===== src/rtl/noc_axis_pkg.sv =====
// Shared AXI-Stream definitions for the port FIFO array.
// Contents:
//   payload_width() - bits needed to hold one stored beat {tdest,tid,tlast,tdata}
//   axis_beat_t     - packed beat layout at the default widths (32/2/4)
package noc_axis_pkg;

    localparam int DEF_TDATA_WIDTH = 32;
    localparam int DEF_TID_WIDTH   = 2;
    localparam int DEF_TDEST_WIDTH = 4;

    // One stored beat: data, id, dest and the single tlast bit.
    function automatic int payload_width(input int tdata_w, input int tid_w, input int tdest_w);
        return tdata_w + tid_w + tdest_w + 1;
    endfunction

    // Field order matches the flat storage word: tdata in the low bits,
    // tlast directly above it, then tid, then tdest.
    typedef struct packed {
        logic [DEF_TDEST_WIDTH-1:0] tdest;
        logic [DEF_TID_WIDTH-1:0]   tid;
        logic                       tlast;
        logic [DEF_TDATA_WIDTH-1:0] tdata;
    } axis_beat_t;

endpackage


===== src/rtl/axis_port_fifo_array_if.sv =====
// Bundle of NUM_PORTS AXI-Stream channels carried as flat vectors
// (channel i occupies slice i of every bus).
// Handshake: a beat moves on a rising clk_usr edge where tvalid[i] and
// tready[i] are both 1; once tvalid[i] is raised the payload stays stable
// until that transfer happens.
// Modports:
//   master - drives tvalid/tdata/tlast/tid/tdest, receives tready
//   slave  - receives tvalid/tdata/tlast/tid/tdest, drives tready
interface axis_port_fifo_array_if #(
    parameter int NUM_PORTS   = 5,
    parameter int TDATA_WIDTH = 32,
    parameter int TID_WIDTH   = 2,
    parameter int TDEST_WIDTH = 4
);
    logic [NUM_PORTS-1:0]             tvalid;
    logic [NUM_PORTS-1:0]             tready;
    logic [NUM_PORTS-1:0]             tlast;
    logic [NUM_PORTS*TDATA_WIDTH-1:0] tdata;
    logic [NUM_PORTS*TID_WIDTH-1:0]   tid;
    logic [NUM_PORTS*TDEST_WIDTH-1:0] tdest;

    modport master (output tvalid, tdata, tlast, tid, tdest, input tready);
    modport slave  (input tvalid, tdata, tlast, tid, tdest, output tready);
endinterface


===== src/rtl/axis_fifo_chan.sv =====
// One AXI-Stream FIFO channel, first-word fall-through, one cycle latency.
// Ports:
//   clk_usr, rst_n      - clock, asynchronous active-low reset
//   s_valid/s_ready     - input handshake; s_ready is registered
//   s_beat              - input payload {tdest,tid,tlast,tdata}
//   m_valid/m_ready     - output handshake; m_valid = (occupancy != 0)
//   m_beat              - head entry
//   flush               - synchronous discard of the whole channel
//   occupancy           - stored entry count, 0..DEPTH
//   pkt_count           - wrapping count of output beats carrying tlast
module axis_fifo_chan
    import noc_axis_pkg::*;
#(
    parameter int TDATA_WIDTH = 32,
    parameter int TID_WIDTH   = 2,
    parameter int TDEST_WIDTH = 4,
    parameter int DEPTH       = 4,
    parameter int CNT_WIDTH   = 16,
    localparam int PW         = payload_width(TDATA_WIDTH, TID_WIDTH, TDEST_WIDTH),
    localparam int AW         = $clog2(DEPTH),
    localparam int OW         = $clog2(DEPTH) + 1
) (
    input  logic                 clk_usr,
    input  logic                 rst_n,
    input  logic                 s_valid,
    output logic                 s_ready,
    input  logic [PW-1:0]        s_beat,
    output logic                 m_valid,
    input  logic                 m_ready,
    output logic [PW-1:0]        m_beat,
    input  logic                 flush,
    output logic [OW-1:0]        occupancy,
    output logic [CNT_WIDTH-1:0] pkt_count
);
    logic [PW-1:0] mem [DEPTH];
    logic [AW-1:0] wr_ptr;
    logic [AW-1:0] rd_ptr;
    logic [OW-1:0] occ_next;
    logic          wr_en;
    logic          rd_en;

    // A flush cycle swallows both sides of the handshake.
    assign wr_en   = s_valid && s_ready && !flush;
    assign rd_en   = m_valid && m_ready && !flush;
    assign m_valid = (occupancy != '0);
    assign m_beat  = mem[rd_ptr];

    always_comb begin
        occ_next = occupancy + OW'(wr_en) - OW'(rd_en);
    end

    // DEPTH is a power of two, so pointer overflow is the modulo wrap.
    always_ff @(posedge clk_usr or negedge rst_n) begin
        if (!rst_n) begin
            wr_ptr    <= '0;
            rd_ptr    <= '0;
            occupancy <= '0;
            s_ready   <= 1'b0;
            pkt_count <= '0;
        end else if (flush) begin
            wr_ptr    <= '0;
            rd_ptr    <= '0;
            occupancy <= '0;
            s_ready   <= 1'b0;
        end else begin
            if (wr_en) wr_ptr <= wr_ptr + AW'(1);
            if (rd_en) rd_ptr <= rd_ptr + AW'(1);
            occupancy <= occ_next;
            // Registered ready: a read while full frees the slot only for
            // the next cycle, never for a same-cycle write.
            s_ready   <= (occ_next < OW'(DEPTH));
            if (rd_en && m_beat[TDATA_WIDTH]) pkt_count <= pkt_count + CNT_WIDTH'(1);
        end
    end

    // Storage needs no reset; occupancy alone decides what is valid.
    always_ff @(posedge clk_usr) begin
        if (wr_en) mem[wr_ptr] <= s_beat;
    end
endmodule


===== src/rtl/axis_port_fifo_array.sv =====
// Array of NUM_PORTS independent AXI-Stream FIFOs.
// Ports:
//   clk_usr, rst_n - clock, asynchronous active-low reset
//   s_axis         - slave side bundle (input streams)
//   m_axis         - master side bundle (output streams)
//   flush          - per-channel synchronous discard
//   occupancy      - per-channel entry count, ($clog2(DEPTH)+1) bits each
//   pkt_count      - per-channel tlast beat count, CNT_WIDTH bits each
module axis_port_fifo_array
    import noc_axis_pkg::*;
#(
    parameter int NUM_PORTS   = 5,
    parameter int TDATA_WIDTH = 32,
    parameter int TID_WIDTH   = 2,
    parameter int TDEST_WIDTH = 4,
    parameter int DEPTH       = 4,
    parameter int CNT_WIDTH   = 16
) (
    input  logic                                     clk_usr,
    input  logic                                     rst_n,
    axis_port_fifo_array_if.slave                    s_axis,
    axis_port_fifo_array_if.master                   m_axis,
    input  logic [NUM_PORTS-1:0]                     flush,
    output logic [NUM_PORTS*($clog2(DEPTH)+1)-1:0]   occupancy,
    output logic [NUM_PORTS*CNT_WIDTH-1:0]           pkt_count
);
    localparam int PW = payload_width(TDATA_WIDTH, TID_WIDTH, TDEST_WIDTH);
    localparam int OW = $clog2(DEPTH) + 1;

    logic [NUM_PORTS-1:0] s_ready_v;
    logic [NUM_PORTS-1:0] m_valid_v;
    logic [PW-1:0]        m_beat_v [NUM_PORTS];

    for (genvar i = 0; i < NUM_PORTS; i++) begin : g_chan
        logic [PW-1:0] s_beat;

        assign s_beat = {s_axis.tdest[i*TDEST_WIDTH +: TDEST_WIDTH],
                         s_axis.tid[i*TID_WIDTH +: TID_WIDTH],
                         s_axis.tlast[i],
                         s_axis.tdata[i*TDATA_WIDTH +: TDATA_WIDTH]};

        axis_fifo_chan #(
            .TDATA_WIDTH (TDATA_WIDTH),
            .TID_WIDTH   (TID_WIDTH),
            .TDEST_WIDTH (TDEST_WIDTH),
            .DEPTH       (DEPTH),
            .CNT_WIDTH   (CNT_WIDTH)
        ) u_chan (
            .clk_usr   (clk_usr),
            .rst_n     (rst_n),
            .s_valid   (s_axis.tvalid[i]),
            .s_ready   (s_ready_v[i]),
            .s_beat    (s_beat),
            .m_valid   (m_valid_v[i]),
            .m_ready   (m_axis.tready[i]),
            .m_beat    (m_beat_v[i]),
            .flush     (flush[i]),
            .occupancy (occupancy[i*OW +: OW]),
            .pkt_count (pkt_count[i*CNT_WIDTH +: CNT_WIDTH])
        );

        assign m_axis.tdata[i*TDATA_WIDTH +: TDATA_WIDTH] = m_beat_v[i][TDATA_WIDTH-1:0];
        assign m_axis.tlast[i]                            = m_beat_v[i][TDATA_WIDTH];
        assign m_axis.tid[i*TID_WIDTH +: TID_WIDTH]       = m_beat_v[i][TDATA_WIDTH+1 +: TID_WIDTH];
        assign m_axis.tdest[i*TDEST_WIDTH +: TDEST_WIDTH] = m_beat_v[i][TDATA_WIDTH+1+TID_WIDTH +: TDEST_WIDTH];
    end

    assign s_axis.tready = s_ready_v;
    assign m_axis.tvalid = m_valid_v;
endmodule


===== src/flat_wrapper.sv =====
// flat-port wrapper written by rule: the top's interface ports become plain ports
module axis_port_fifo_array_flat import noc_axis_pkg::*;
#(
    parameter int NUM_PORTS   = 5,
    parameter int TDATA_WIDTH = 32,
    parameter int TID_WIDTH   = 2,
    parameter int TDEST_WIDTH = 4,
    parameter int DEPTH       = 4,
    parameter int CNT_WIDTH   = 16
)
  (clk_usr, rst_n, flush, occupancy, pkt_count, s_axis_tvalid, s_axis_tdata, s_axis_tlast, s_axis_tid, s_axis_tdest, s_axis_tready, m_axis_tvalid, m_axis_tdata, m_axis_tlast, m_axis_tid, m_axis_tdest, m_axis_tready);
  axis_port_fifo_array_if #(.NUM_PORTS(NUM_PORTS), .TDATA_WIDTH(TDATA_WIDTH), .TID_WIDTH(TID_WIDTH), .TDEST_WIDTH(TDEST_WIDTH)) s_axis_i ();
  axis_port_fifo_array_if #(.NUM_PORTS(NUM_PORTS), .TDATA_WIDTH(TDATA_WIDTH), .TID_WIDTH(TID_WIDTH), .TDEST_WIDTH(TDEST_WIDTH)) m_axis_i ();
  input  logic clk_usr;
  input  logic rst_n;
  input  logic [NUM_PORTS-1:0] flush;
  output logic [NUM_PORTS*($clog2(DEPTH)+1)-1:0] occupancy;
  output logic [NUM_PORTS*CNT_WIDTH-1:0] pkt_count;
  input wire logic [$bits(s_axis_i.tvalid)-1:0] s_axis_tvalid;
  input wire logic [$bits(s_axis_i.tdata)-1:0] s_axis_tdata;
  input wire logic [$bits(s_axis_i.tlast)-1:0] s_axis_tlast;
  input wire logic [$bits(s_axis_i.tid)-1:0] s_axis_tid;
  input wire logic [$bits(s_axis_i.tdest)-1:0] s_axis_tdest;
  output wire logic [$bits(s_axis_i.tready)-1:0] s_axis_tready;
  output wire logic [$bits(m_axis_i.tvalid)-1:0] m_axis_tvalid;
  output wire logic [$bits(m_axis_i.tdata)-1:0] m_axis_tdata;
  output wire logic [$bits(m_axis_i.tlast)-1:0] m_axis_tlast;
  output wire logic [$bits(m_axis_i.tid)-1:0] m_axis_tid;
  output wire logic [$bits(m_axis_i.tdest)-1:0] m_axis_tdest;
  input wire logic [$bits(m_axis_i.tready)-1:0] m_axis_tready;
  assign s_axis_i.tvalid = s_axis_tvalid;
  assign s_axis_i.tdata = s_axis_tdata;
  assign s_axis_i.tlast = s_axis_tlast;
  assign s_axis_i.tid = s_axis_tid;
  assign s_axis_i.tdest = s_axis_tdest;
  assign s_axis_tready = s_axis_i.tready;
  assign m_axis_tvalid = m_axis_i.tvalid;
  assign m_axis_tdata = m_axis_i.tdata;
  assign m_axis_tlast = m_axis_i.tlast;
  assign m_axis_tid = m_axis_i.tid;
  assign m_axis_tdest = m_axis_i.tdest;
  assign m_axis_i.tready = m_axis_tready;
  axis_port_fifo_array #(.NUM_PORTS(NUM_PORTS), .TDATA_WIDTH(TDATA_WIDTH), .TID_WIDTH(TID_WIDTH), .TDEST_WIDTH(TDEST_WIDTH), .DEPTH(DEPTH), .CNT_WIDTH(CNT_WIDTH)) u_core (.clk_usr(clk_usr), .rst_n(rst_n), .s_axis(s_axis_i), .m_axis(m_axis_i), .flush(flush), .occupancy(occupancy), .pkt_count(pkt_count));
endmodule

===== config.mk =====
export PLATFORM = sky130hd
export DESIGN_NAME = axis_port_fifo_array_flat
export DESIGN_NICKNAME = d
export VERILOG_FILES = /design/src/rtl/noc_axis_pkg.sv /design/src/rtl/axis_port_fifo_array_if.sv /design/src/rtl/axis_fifo_chan.sv /design/src/rtl/axis_port_fifo_array.sv /design/src/flat_wrapper.sv
export SDC_FILE = /design/constraint.sdc
export NUM_CORES = 1
export LEC_CHECK = 0
export CAP_MARGIN = 20
export CORE_MARGIN = 5
export CORE_UTILIZATION = 25
export DETAILED_ROUTE_END_ITERATION = 8
export PLACE_DENSITY = 0.4
export REMOVE_ABC_BUFFERS = 1
export SETUP_SLACK_MARGIN = 0.05
export SYNTH_ARGS = -nofsm -noshare
export SYNTH_HDL_FRONTEND = slang
export SYNTH_SLANG_ARGS = --single-unit
export TNS_END_PERCENT = 30

===== constraint.sdc =====
create_clock -name clk_usr -period 6.7 [get_ports clk_usr]
set_input_delay 0.67 -clock clk_usr [delete_from_list [all_inputs] [get_ports clk_usr]]
set_output_delay 0.67 -clock clk_usr [all_outputs]
set_load 0.02 [all_outputs]

## Word level (Yosys, flattened, before mapping)

Memory sizes are Yosys's and may differ from the RTL's.
Cells that the tools add are included.

- Add/sub/neg operators: 25
- Order comparisons: 5
- Multiplexer cells: 40
- Reduce and logical (&&, ||, !) cells: 50
- Bitwise operators: 5

Operator list:

| kind | number |
|---|---|
| $add 16x1->16 const B | 5 |
| $mux 2 | 20 |
| $logic_and 1x1->1 | 25 |
| $add 2x1->2 const B | 10 |
| $reduce_bool 2->1 | 10 |
| $add 3x1->3 | 5 |
| $lt 3x3->1 const B | 5 |
| $mux 1 | 15 |
| $mux 3 | 5 |
| $reduce_bool 3->1 | 5 |
| $sub 3x1->3 | 5 |
| $reduce_and 2->1 | 5 |
| $logic_not 1->1 | 5 |
| $not 1->1 | 5 |

- Register bits after elaboration: 120
- RAM bits: 780
- Memories kept: 5
- Logic and storage cells: 155
- Input bits: 212
- Output and inout port bits: 300

Memories:

| name | depth | bits a word | read ports | clocked after Yosys merged registers in | write ports | RTL line | RTL |
|---|---|---|---|---|---|---|---|
| u_core.g_chan[0].u_chan.mem | 4 | 39 | 1 | 0 | 1 | axis_fifo_chan.sv:35 | `logic [PW-1:0] mem [DEPTH];` |
| u_core.g_chan[1].u_chan.mem | 4 | 39 | 1 | 0 | 1 | axis_fifo_chan.sv:35 |  |
| u_core.g_chan[2].u_chan.mem | 4 | 39 | 1 | 0 | 1 | axis_fifo_chan.sv:35 |  |
| u_core.g_chan[3].u_chan.mem | 4 | 39 | 1 | 0 | 1 | axis_fifo_chan.sv:35 |  |
| u_core.g_chan[4].u_chan.mem | 4 | 39 | 1 | 0 | 1 | axis_fifo_chan.sv:35 |  |

## Depth between registers and ports, before layout

Gate-level depths: netlist of run 1.

- Word-level depth: 6
- Gate-level depth with buffers: 11
- Depth with buffers taken out: 11

## Cells and area by module

From an unflattened synthesis of run 1, not the netlist that was laid out.

- Cell total of the unflattened synthesis: 1580
- Area, all modules: 34201.6 sq um

Modules (own cells, without submodules):

| module | times used | sequential area each (sq um) | area each (sq um) | cells an instance |
|---|---|---|---|---|
| axis_fifo_chan | 5 | 5285.1 | 6840.3 | 316 |

## Worst setup path after synthesis of run 1

OpenSTA, ideal clock, no wires.

- Path type: input-to-reg
- From: input flush[1]
- To: register u_core.g_chan[1].u_chan.s_ready
- Arrival: 2.474 ns
- Slack: 4.093 ns
- Stages: 11
- Buffers on the path: 1
- Cells stage by stage: clkbuf_1 -> nor2b_1 -> and2_1 -> ha_1 -> inv_1 -> ha_1 -> inv_1 -> fa_1 -> xor2_1 -> xnor2_1 -> nor2b_1

- Cells in the longest elaborated chain, start to end: 6
- Elaborated cells between the ends (all ways): 7

Ends and longest elaborated chain:

| element | RTL line | RTL |
|---|---|---|
| start: declaration | flat_wrapper.sv:16 | `input logic [NUM_PORTS-1:0] flush;` |
| $logic_not 1->1 | axis_fifo_chan.sv:43, axis_fifo_chan.sv:44 |  |
| $logic_and 1x1->1 | axis_fifo_chan.sv:43 | `assign wr_en = s_valid && s_ready && !flush;` |
| $add 3x1->3 | axis_fifo_chan.sv:49 | `occ_next = occupancy + OW'(wr_en) - OW'(rd_en);` |
| $sub 3x1->3 | axis_fifo_chan.sv:49 |  |
| $lt 3x3->1 | axis_fifo_chan.sv:71 | `s_ready <= (occ_next < OW'(DEPTH));` |
| $mux 1 * | axis_fifo_chan.sv:60 | `end else if (flush) begin` |
| end signal: assignment | axis_fifo_chan.sv:71 |  |
| end: declaration | axis_fifo_chan.sv:26 | `output logic s_ready,` |

Mark *: on every way between the ends. The rest lies on a longest branch, timed or not.
A chain may end at the register's enable or synchronous reset.

## Worst setup path in the final report of run 1

- From: register u_core.g_chan[3].u_chan.rd_ptr[1]
- To: output m_axis_tlast[3]

- Cells in the longest elaborated chain, start to end: 1

Ends and longest elaborated chain:

| element | RTL line | RTL |
|---|---|---|
| start: declaration | axis_fifo_chan.sv:37 | `logic [AW-1:0] rd_ptr;` |
| start signal: assignment | axis_fifo_chan.sv:67 | `if (rd_en) rd_ptr <= rd_ptr + AW'(1);` |
| $mem_v2 4x39 | -- |  |
| end: declaration | flat_wrapper.sv:27 | `output wire logic [$bits(m_axis_i.tlast)-1:0] m_axis_tlast;` |

No other way between the ends.

==> out/qor.json, run 1 <==
{
  "full_die_area": {"value": 0.144, "unit": "mm^2"},
  "numCtsBuffers": {"value": 104},
  "wl_per_cell": {"value": 22.3, "unit": "um"},
  "vias": {"value": 17000},
  "post-route-period-util": {"value": 58.5, "unit": "%"},
  "cellPowerDensity": {"value": 356, "unit": "mW/mm^2"},
  "path_buf_inv": {"value": 2},
  "class_of_the_most_critical_hold_timing_path": {"value": "register to register"},
  "dp_hpwl": {"value": 60800, "unit": "um"},
  "report.final.setup_viol": {"value": 0},
  "max_stage_delay": {"value": 0.92, "unit": "ns"},
  "timing.critical_path.cells": {"value": "buf_4 > mux4_2 > clkdlybuf4s50_1"},
  "synth.avg_cell_area": {"value": 21.5, "unit": "um^2"},
  "finalHoldWorstSlack": {"value": 0.466, "unit": "ns"},
  "timing_worst_slew_pin_value": {"value": 0.928, "unit": "ns"},
  "slew_headroom": {"value": 38.1, "unit": "%"},
  "drv.max_cap_violation_count": {"value": 0},
  "synth-main-ff-cell": {"value": "sky130_fd_sc_hd__edfxtp_1"},
  "clock_tree.buffer_depth": {"value": 3},
  "timing_startpoint_of_the_critical_path": {"value": "u_core.g_chan[3].u_chan.rd_ptr[1]"},
  "critPathTopFamily": {"value": "buffers and inverters"},
  "reg2reg_depth": {"value": 5},
  "finalNetCount": {"value": 2425},
  "critical_path_peak_fanout": {"value": 24},
  "initialDrtViolationCount": {"value": 848},
  "layout_commonest_cell": {"value": "sky130_fd_sc_hd__edfxtp_1"},
  "tns": {"value": 0, "unit": "ns"},
  "drc_errors": {"value": 0},
  "postCtsSetupBuffers": {"value": 0},
  "clock-skew-final": {"value": 0.0200, "unit": "ns"},
  "setup_repair_after_global_routing_missed_its_margin": {"value": "false"},
  "timing.final.max_slew_violations": {"value": 0},
  "path_clk_slew": {"value": 0.06, "unit": "ns"},
  "cp.arrival": {"value": 3.25, "unit": "ns"},
  "gp_routability_congestion": {"value": 0.748},
  "die_width": {"value": 379, "unit": "um"},
  "ys_types": {"value": 36},
  "synth_warnings": {"value": 0},
  "netlist_area": {"value": 0.0340, "unit": "mm^2"},
  "cts_root_buffer_type": {"value": "sky130_fd_sc_hd__clkbuf_16"},
  "syn2layout_area_growth": {"value": 31.9, "unit": "%"},
  "starting_density_of_the_core": {"value": 25.2, "unit": "%"},
  "synth-async-reset-ratio": {"value": 13.3, "unit": "%"},
  "maxClockFrequency": {"value": 255, "unit": "MHz"},
  "timing.reg2reg.setup_slack": {"value": 3.59, "unit": "ns"},
  "finalCriticalPeriod": {"value": 3.92, "unit": "ns"},
  "largest_net_degree_at_the_start_of_global_routing": {"value": 66},
  "critical_path_depth": {"value": 3},
  "cellLeakagePower": {"value": 0.0149, "unit": "uW"},
  "cts.sink_count": {"value": 900},
  "start_kind": {"value": "register"},
  "peakVddDrop": {"value": 0.202, "unit": "mV"},
  "report.power.total": {"value": 16000, "unit": "uW"},
  "synth-seq-area-share": {"value": 77.7, "unit": "%"},
  "cp.required": {"value": 6.03, "unit": "ns"},
  "drt_pre_antenna_iters": {"value": 4},
  "dr_vias_cell": {"value": 4.21},
  "synth_enable_flop_cells": {"value": 780},
  "core-area": {"value": 0.135, "unit": "mm^2"},
  "pin_count": {"value": 512},
  "grt_use_total": {"value": 12.4, "unit": "%"},
  "rr_endpoint": {"value": "u_core.g_chan[3].u_chan.pkt_count[6]"},
  "wire_length_of_the_first_global_routing_pass": {"value": 131000, "unit": "um"},
  "die-height": {"value": 379, "unit": "um"},
  "clock_insertion_delay_worst_skew": {"value": 0.70, "unit": "ns"},
  "antenna_found_initial": {"value": 10},
  "slowest_stage": {"value": "sky130_fd_sc_hd__dfrtp_1"},
  "final_hold_vio_count": {"value": 0},
  "synthCells": {"value": 1586},
  "globalRouteOverflowTotal": {"value": 0},
  "synth_seq_cells": {"value": 900},
  "number_of_global_route_vias_before_repair": {"value": 18500},
  "postRouteWirelength": {"value": 90400, "unit": "um"},
  "end_kind": {"value": "output port"},
  "final.fill_count": {"value": 12800},
  "cts.repair.resized": {"value": 0},
  "crit_end": {"value": "m_axis_tlast[3]"},
  "level_count_of_the_clock_h_tree": {"value": 3},
  "regToRegStartpoint": {"value": "u_core.g_chan[3].u_chan.rd_ptr[1]"},
  "buffers_added_on_ports": {"value": 511},
  "antenna_left": {"value": 0},
  "most_frequent_cells_in_the_layout": {"value": "780 x sky130_fd_sc_hd__edfxtp_1, 510 x sky130_fd_sc_hd__clkdlybuf4s50_1, 195 x sky130_fd_sc_hd__mux4_2"},
  "tritoncts_clock_tree": {"value": "built"},
  "status": {"value": "completed"},
  "crit_type": {"value": "register to output port"},
  "core.rowCount": {"value": 135},
  "drive_above_1_share": {"value": 18.1, "unit": "%"}
}
[metal layers]
metal	vias up	part of all wire, %	global-route usage [%]	wire length, um
met1	8918	39	14.7	35500
li1	7557	-	-	-
met3	100	8.7	5.05	7880
met4	10	1.9	3.60	1720
met2	464	50	20.9	45200
met5	-	0.082	0	74
[worst reg2reg max path: cells and delay by family, from the launching register on]
| kind | cells | cell delay (ns) |
|---|---|---|
| xor+xnor | 1 | 0.13 |
| buf+inv | 1 | 0.51 |
| flops | 1 | 0.92 |
| mux | 1 | 0.44 |
| simple gates | 2 | 0.98 |
[registers in the layout (all words and copies together), names as in the netlist]
register	count
u_core.g_chan.u_chan.rd_ptr	10
u_core.g_chan.u_chan.mem	780
u_core.g_chan.u_chan.occupancy	15
u_core.g_chan.u_chan.pkt_count	80
u_core.g_chan.u_chan.s_ready	5
u_core.g_chan.u_chan.wr_ptr	10
[worst min path at each step]
stage                                                startpoint                                    end  slack, ns  depth (start not counted)
after floorplan                                           rst_n   u_core.g_chan[0].u_chan.occupancy[0]       0.37                          0
after global placement    u_core.g_chan[4].u_chan.pkt_count[15]  u_core.g_chan[4].u_chan.pkt_count[15]       0.46                          1
after detailed placement  u_core.g_chan[2].u_chan.pkt_count[15]  u_core.g_chan[2].u_chan.pkt_count[15]       0.46                          1
after CTS                 u_core.g_chan[1].u_chan.pkt_count[15]  u_core.g_chan[1].u_chan.pkt_count[15]       0.48                          1
after global routing      u_core.g_chan[1].u_chan.pkt_count[15]  u_core.g_chan[1].u_chan.pkt_count[15]       0.48                          1
final                     u_core.g_chan[1].u_chan.pkt_count[15]  u_core.g_chan[1].u_chan.pkt_count[15]       0.47                          1
[stage by stage]
stage               std cells  cell area [um^2]  utilization [%]  setup slack (ns)
floorplan                1521             33700                -              3.32
global placement         3845             41300             30.5              3.32
detailed placement       3846             41300             30.6              3.31
finish                   4048             44900             33.2              2.78
global route             4043             44900             33.2              2.51
CTS                      4041             44800             33.1              2.50
[report_power, final]
| group | switching [uW] | total [uW] | internal [uW] |
|---|---|---|---|
| sequential | 238 | 6640 | 6400 |
| clock | 2270 | 5680 | 3410 |
| combinational | 1870 | 3650 | 1790 |
| total | 4370 | 16000 | 11600 |
[layout make-up]
cell class / count / area [um^2] / area share, %
diodes: 6 / 15.0 / 0.0335
clock buffers: 135 / 2790 / 6.22
clock inverters: 59 / 697 / 1.55
inverters: 37 / 139 / 0.310
multi-input cells: 584 / 7170 / 16.0
flip-flops and latches: 900 / 26400 / 58.9
well taps: 1781 / 2230 / 4.97
repair buffers: 546 / 5390 / 12.0
[logic make-up after synthesis]
group,synth area share [%]
flip-flops,77.7
adder cells (fa/ha/maj),1.58
AND/OR/NAND/NOR,3.67
buffers and inverters,1.33
XOR/XNOR,2.60
multiplexers,13.0
AO/OA/AOI/OAI,0.121
[what timing repair did]
action,in CTS,in global routing
endpoints found under the setup margin,0,0
hold endpoints to repair,64,0
hold buffers,1,0
[Yosys cell counts (18+ instances only)]
| master | number | area share, % |
|---|---|---|
| sky130_fd_sc_hd__and2_1 | 23 | 0.42 |
| sky130_fd_sc_hd__buf_2 | 24 | 0.35 |
| sky130_fd_sc_hd__dfrtp_1 | 120 | 8.8 |
| sky130_fd_sc_hd__edfxtp_1 | 780 | 69 |
| sky130_fd_sc_hd__ha_1 | 35 | 1.3 |
| sky130_fd_sc_hd__inv_1 | 37 | 0.41 |
| sky130_fd_sc_hd__mux4_2 | 195 | 13 |
| sky130_fd_sc_hd__nand2_1 | 39 | 0.43 |
| sky130_fd_sc_hd__nand3_1 | 32 | 0.47 |
| sky130_fd_sc_hd__nand4_1 | 18 | 0.33 |
| sky130_fd_sc_hd__nor2_1 | 44 | 0.49 |
| sky130_fd_sc_hd__nor3_1 | 27 | 0.40 |
| sky130_fd_sc_hd__xnor2_1 | 45 | 1.2 |
| sky130_fd_sc_hd__xor2_1 | 54 | 1.4 |
Note: power is estimated with default switching activity, not from simulation.
==> run 2, diff against run 1 <==
Settings changed: PLACE_DENSITY 0.4 to 0.42.
Clock period 6.7 ns to 3.5 ns, I/O delays scaled along.
==> out/qor.json, run 2 (synthesis results as in run 1) <==
{
  "largest_net_degree_at_the_start_of_global_routing": {"value": 78, "change": "+18%"},
  "critPathTopFamily": {"value": "buffers and inverters"},
  "end_kind": {"value": "output port"},
  "final_hold_vio_count": {"value": 0, "change": "unchanged"},
  "gp_routability_congestion": {"value": 0.737, "change": "-1.4%"},
  "dp_hpwl": {"value": 60700, "unit": "um", "change": "about the same"},
  "full_die_area": {"value": 0.144, "unit": "mm^2", "change": "unchanged"},
  "die-height": {"value": 379, "unit": "um", "change": "unchanged"},
  "status": {"value": "completed"},
  "drc_errors": {"value": 0, "change": "unchanged"},
  "clock_insertion_delay_worst_skew": {"value": 0.69, "unit": "ns", "change": "about the same"},
  "buffers_added_on_ports": {"value": 511, "change": "unchanged"},
  "tritoncts_clock_tree": {"value": "built"},
  "cts_root_buffer_type": {"value": "sky130_fd_sc_hd__clkbuf_16"},
  "path_clk_slew": {"value": 0.06, "unit": "ns", "change": "about the same"},
  "grt_use_total": {"value": 12.2, "unit": "%", "change": "-0.27 points"},
  "tns": {"value": 0, "unit": "ns", "change": "unchanged"},
  "numCtsBuffers": {"value": 105, "change": "+0.96%"},
  "antenna_found_initial": {"value": 16, "change": "+6"},
  "slowest_stage": {"value": "sky130_fd_sc_hd__dfrtp_2"},
  "clock_tree.buffer_depth": {"value": 3, "change": "unchanged"},
  "finalCriticalPeriod": {"value": 3.21, "unit": "ns"},
  "setup_repair_after_global_routing_missed_its_margin": {"value": "false"},
  "finalNetCount": {"value": 2444, "change": "+0.78%"},
  "drt_pre_antenna_iters": {"value": 4, "change": "unchanged"},
  "timing.reg2reg.setup_slack": {"value": 0.85, "unit": "ns", "change": "-2.74 ns"},
  "placed_area": {"value": 0.0418, "unit": "mm^2", "change": "+1.2%"},
  "wl_per_cell": {"value": 21.9, "unit": "um", "change": "-2.1%"},
  "cellLeakagePower": {"value": 0.0151, "unit": "uW", "change": "+1.4%"},
  "max_stage_delay": {"value": 0.77, "unit": "ns", "change": "-0.15 ns"},
  "syn2layout_area_growth": {"value": 33.4, "unit": "%"},
  "maxClockFrequency": {"value": 312, "unit": "MHz"},
  "critical_path_peak_fanout": {"value": 18, "change": "-25%"},
  "vias": {"value": 17100, "change": "+0.13%"},
  "cts.repair.resized": {"value": 0, "change": "unchanged"},
  "peakVddDrop": {"value": 0.404, "unit": "mV", "change": "+100%"},
  "report.final.setup_viol": {"value": 0, "change": "unchanged"},
  "drive_above_1_share": {"value": 19.2, "unit": "%", "change": "+1.1 points"},
  "path_buf_inv": {"value": 2, "change": "unchanged"},
  "ff_latch_area": {"value": 0.0264, "unit": "mm^2", "change": "about the same"},
  "most_frequent_cells_in_the_layout": {"value": "780 x sky130_fd_sc_hd__edfxtp_1, 510 x sky130_fd_sc_hd__clkdlybuf4s50_1, 195 x sky130_fd_sc_hd__mux4_2"},
  "slew_headroom": {"value": 40.4, "unit": "%", "change": "+2.3 points"},
  "finalCoreUtilization": {"value": 33.5, "unit": "%", "change": "+0.38 points"},
  "postRouteWirelength": {"value": 89000, "unit": "um", "change": "-1.5%"},
  "max_flop_register": {"value": "u_core.g_chan.u_chan.mem"},
  "crit_type": {"value": "register to output port"},
  "antenna_left": {"value": 0, "change": "unchanged"},
  "number_of_global_route_vias_before_repair": {"value": 18300, "change": "-0.93%"},
  "post-route-period-util": {"value": 91.6, "unit": "%"},
  "cp.required": {"value": 3.15, "unit": "ns", "change": "-2.88 ns"},
  "class_of_the_most_critical_hold_timing_path": {"value": "primary input to async pin"},
  "pin_count": {"value": 512, "change": "unchanged"},
  "timing.critical_path.cells": {"value": "buf_4 > mux4_2 > clkdlybuf4s50_1"},
  "final_area": {"value": 0.0454, "unit": "mm^2", "change": "+1.2%"},
  "timing_worst_slew_pin_value": {"value": 0.895, "unit": "ns", "change": "-0.0339 ns"},
  "multi_input_comb_area": {"value": 0.00717, "unit": "mm^2", "change": "unchanged"},
  "dr_vias_cell": {"value": 4.19, "change": "-0.41%"},
  "level_count_of_the_clock_h_tree": {"value": 3, "change": "unchanged"},
  "initialDrtViolationCount": {"value": 975, "change": "+15%"},
  "core-area": {"value": 0.135, "unit": "mm^2", "change": "unchanged"},
  "largest_register_ffs": {"value": 780, "change": "unchanged"},
  "cellPowerDensity": {"value": 682, "unit": "mW/mm^2", "change": "+92%"},
  "cts.sink_count": {"value": 900, "change": "unchanged"},
  "drv.max_cap_violation_count": {"value": 0, "change": "unchanged"},
  "biggestRegsByFlops": {"value": "u_core.g_chan.u_chan.mem: 780 flops, u_core.g_chan.u_chan.pkt_count: 80 flops, u_core.g_chan.u_chan.occupancy: 15 flops"},
  "globalRouteOverflowTotal": {"value": 0, "change": "unchanged"},
  "die_width": {"value": 379, "unit": "um", "change": "unchanged"},
  "core.rowCount": {"value": 135, "change": "unchanged"},
  "timing.final.max_slew_violations": {"value": 0, "change": "unchanged"},
  "place_ws": {"value": 0.612, "unit": "ns", "change": "-2.70 ns"},
  "layout_commonest_cell": {"value": "sky130_fd_sc_hd__edfxtp_1"},
  "cp.arrival": {"value": 2.86, "unit": "ns", "change": "-0.39 ns"},
  "wire_length_of_the_first_global_routing_pass": {"value": 128000, "unit": "um", "change": "-1.9%"},
  "setup_ws": {"value": 0.294, "unit": "ns", "change": "-2.49 ns"},
  "starting_density_of_the_core": {"value": 25.2, "unit": "%", "change": "unchanged"},
  "start_kind": {"value": "register"},
  "clock-skew-final": {"value": 0.0238, "unit": "ns", "change": "+0.00375 ns"},
  "final.fill_count": {"value": 12800, "change": "-0.13%"}
}
run 2: cell types whose count changed in the layout (fill, tap and decap cells not counted), moves of 2 or more:
cell	delta
sky130_fd_sc_hd__buf_4	-8
sky130_fd_sc_hd__clkbuf_8	+2
sky130_fd_sc_hd__clkinv_16	-4
sky130_fd_sc_hd__clkinv_2	+4
sky130_fd_sc_hd__bufinv_16	+4
sky130_fd_sc_hd__clkbuf_1	-8
sky130_fd_sc_hd__diode_2	+4
sky130_fd_sc_hd__buf_12	+27
run 2: metrics by stage:
| stage | total power, uW | hold slack (ns) | instances |
|---|---|---|---|
| floorplan | 16600 | 0.0544 | 1521 |
| detailed placement | 20300 | 0.456 | 3865 |
| global route | 32400 | 0.222 | 4063 |
| CTS | 31700 | 0.188 | 4060 |
| finish | 31000 | 0.200 | 4070 |
| global placement | 20200 | 0.420 | 3865 |
run 2: final timing paths:
path,from,end,cells after the start
worst max-delay path,u_core.g_chan[1].u_chan.rd_ptr[0],m_axis_tdata[33],3
worst min register to register,u_core.g_chan[3].u_chan.pkt_count[15],u_core.g_chan[3].u_chan.pkt_count[15],1
max in group asynchronous,rst_n,u_core.g_chan[4].u_chan.rd_ptr[1],3
worst min-delay path,rst_n,u_core.g_chan[4].u_chan.pkt_count[1],2
worst max register to register,u_core.g_chan[3].u_chan.occupancy[1],u_core.g_chan[3].u_chan.s_ready,10
min in group clk_usr,s_axis_tvalid[4],u_core.g_chan[4].u_chan.wr_ptr[1],3
run 2: per-layer routing:
layer | GRT usage (%) | vias up | share of wire (%)
met5 | 0 | - | 0.087
met4 | 3.53 | 12 | 2.3
met3 | 5.12 | 130 | 8.6
met2 | 20.1 | 418 | 49
met1 | 14.5 | 8901 | 40
li1 | - | 7610 | -
run 2: repair_timing:
item	in CTS	in global routing
hold buffers	1	0
buffers inserted	0	0
endpoints found under the hold margin	76	0
run 2: worst register-to-register path: stages, from the launching register on:
cell and delay, ns:
sky130_fd_sc_hd__dfrtp_1 0.45, sky130_fd_sc_hd__o31ai_1 0.62, sky130_fd_sc_hd__nor2_1 0.11, sky130_fd_sc_hd__ha_1 0.31, sky130_fd_sc_hd__inv_1 0.06, sky130_fd_sc_hd__ha_1 0.13, sky130_fd_sc_hd__inv_1 0.04, sky130_fd_sc_hd__fa_1 0.36
sky130_fd_sc_hd__xor2_1 0.16, sky130_fd_sc_hd__xnor2_1 0.18, sky130_fd_sc_hd__nor2b_1 0.15
run 2: area by class of cell:
type                    count  area share, %
repair buffers            564           12.9
diodes                     10         0.0551
flip-flops and latches    900           58.2
multi-input cells         584           15.8
inverters                  37          0.306
clock inverters            66           1.66
well taps                1781           4.91
clock buffers             128           6.09
run 2: power by group:
part / switching, uW / leakage [uW] / internal (uW)
Combinational: 3610 / 0.00476 / 3550
Sequential: 451 / 0.00861 / 12200
Clock: 4330 / 0.00172 / 6770
Total: 8390 / 0.0151 / 22600
==> run 3, diff against run 2 <==
Settings changed: ABC_CLOCK_PERIOD_IN_PS set to 3500.
==> results of run 3 <==
Same layout as run 2: the final DEF is identical, and so are final timing and power.
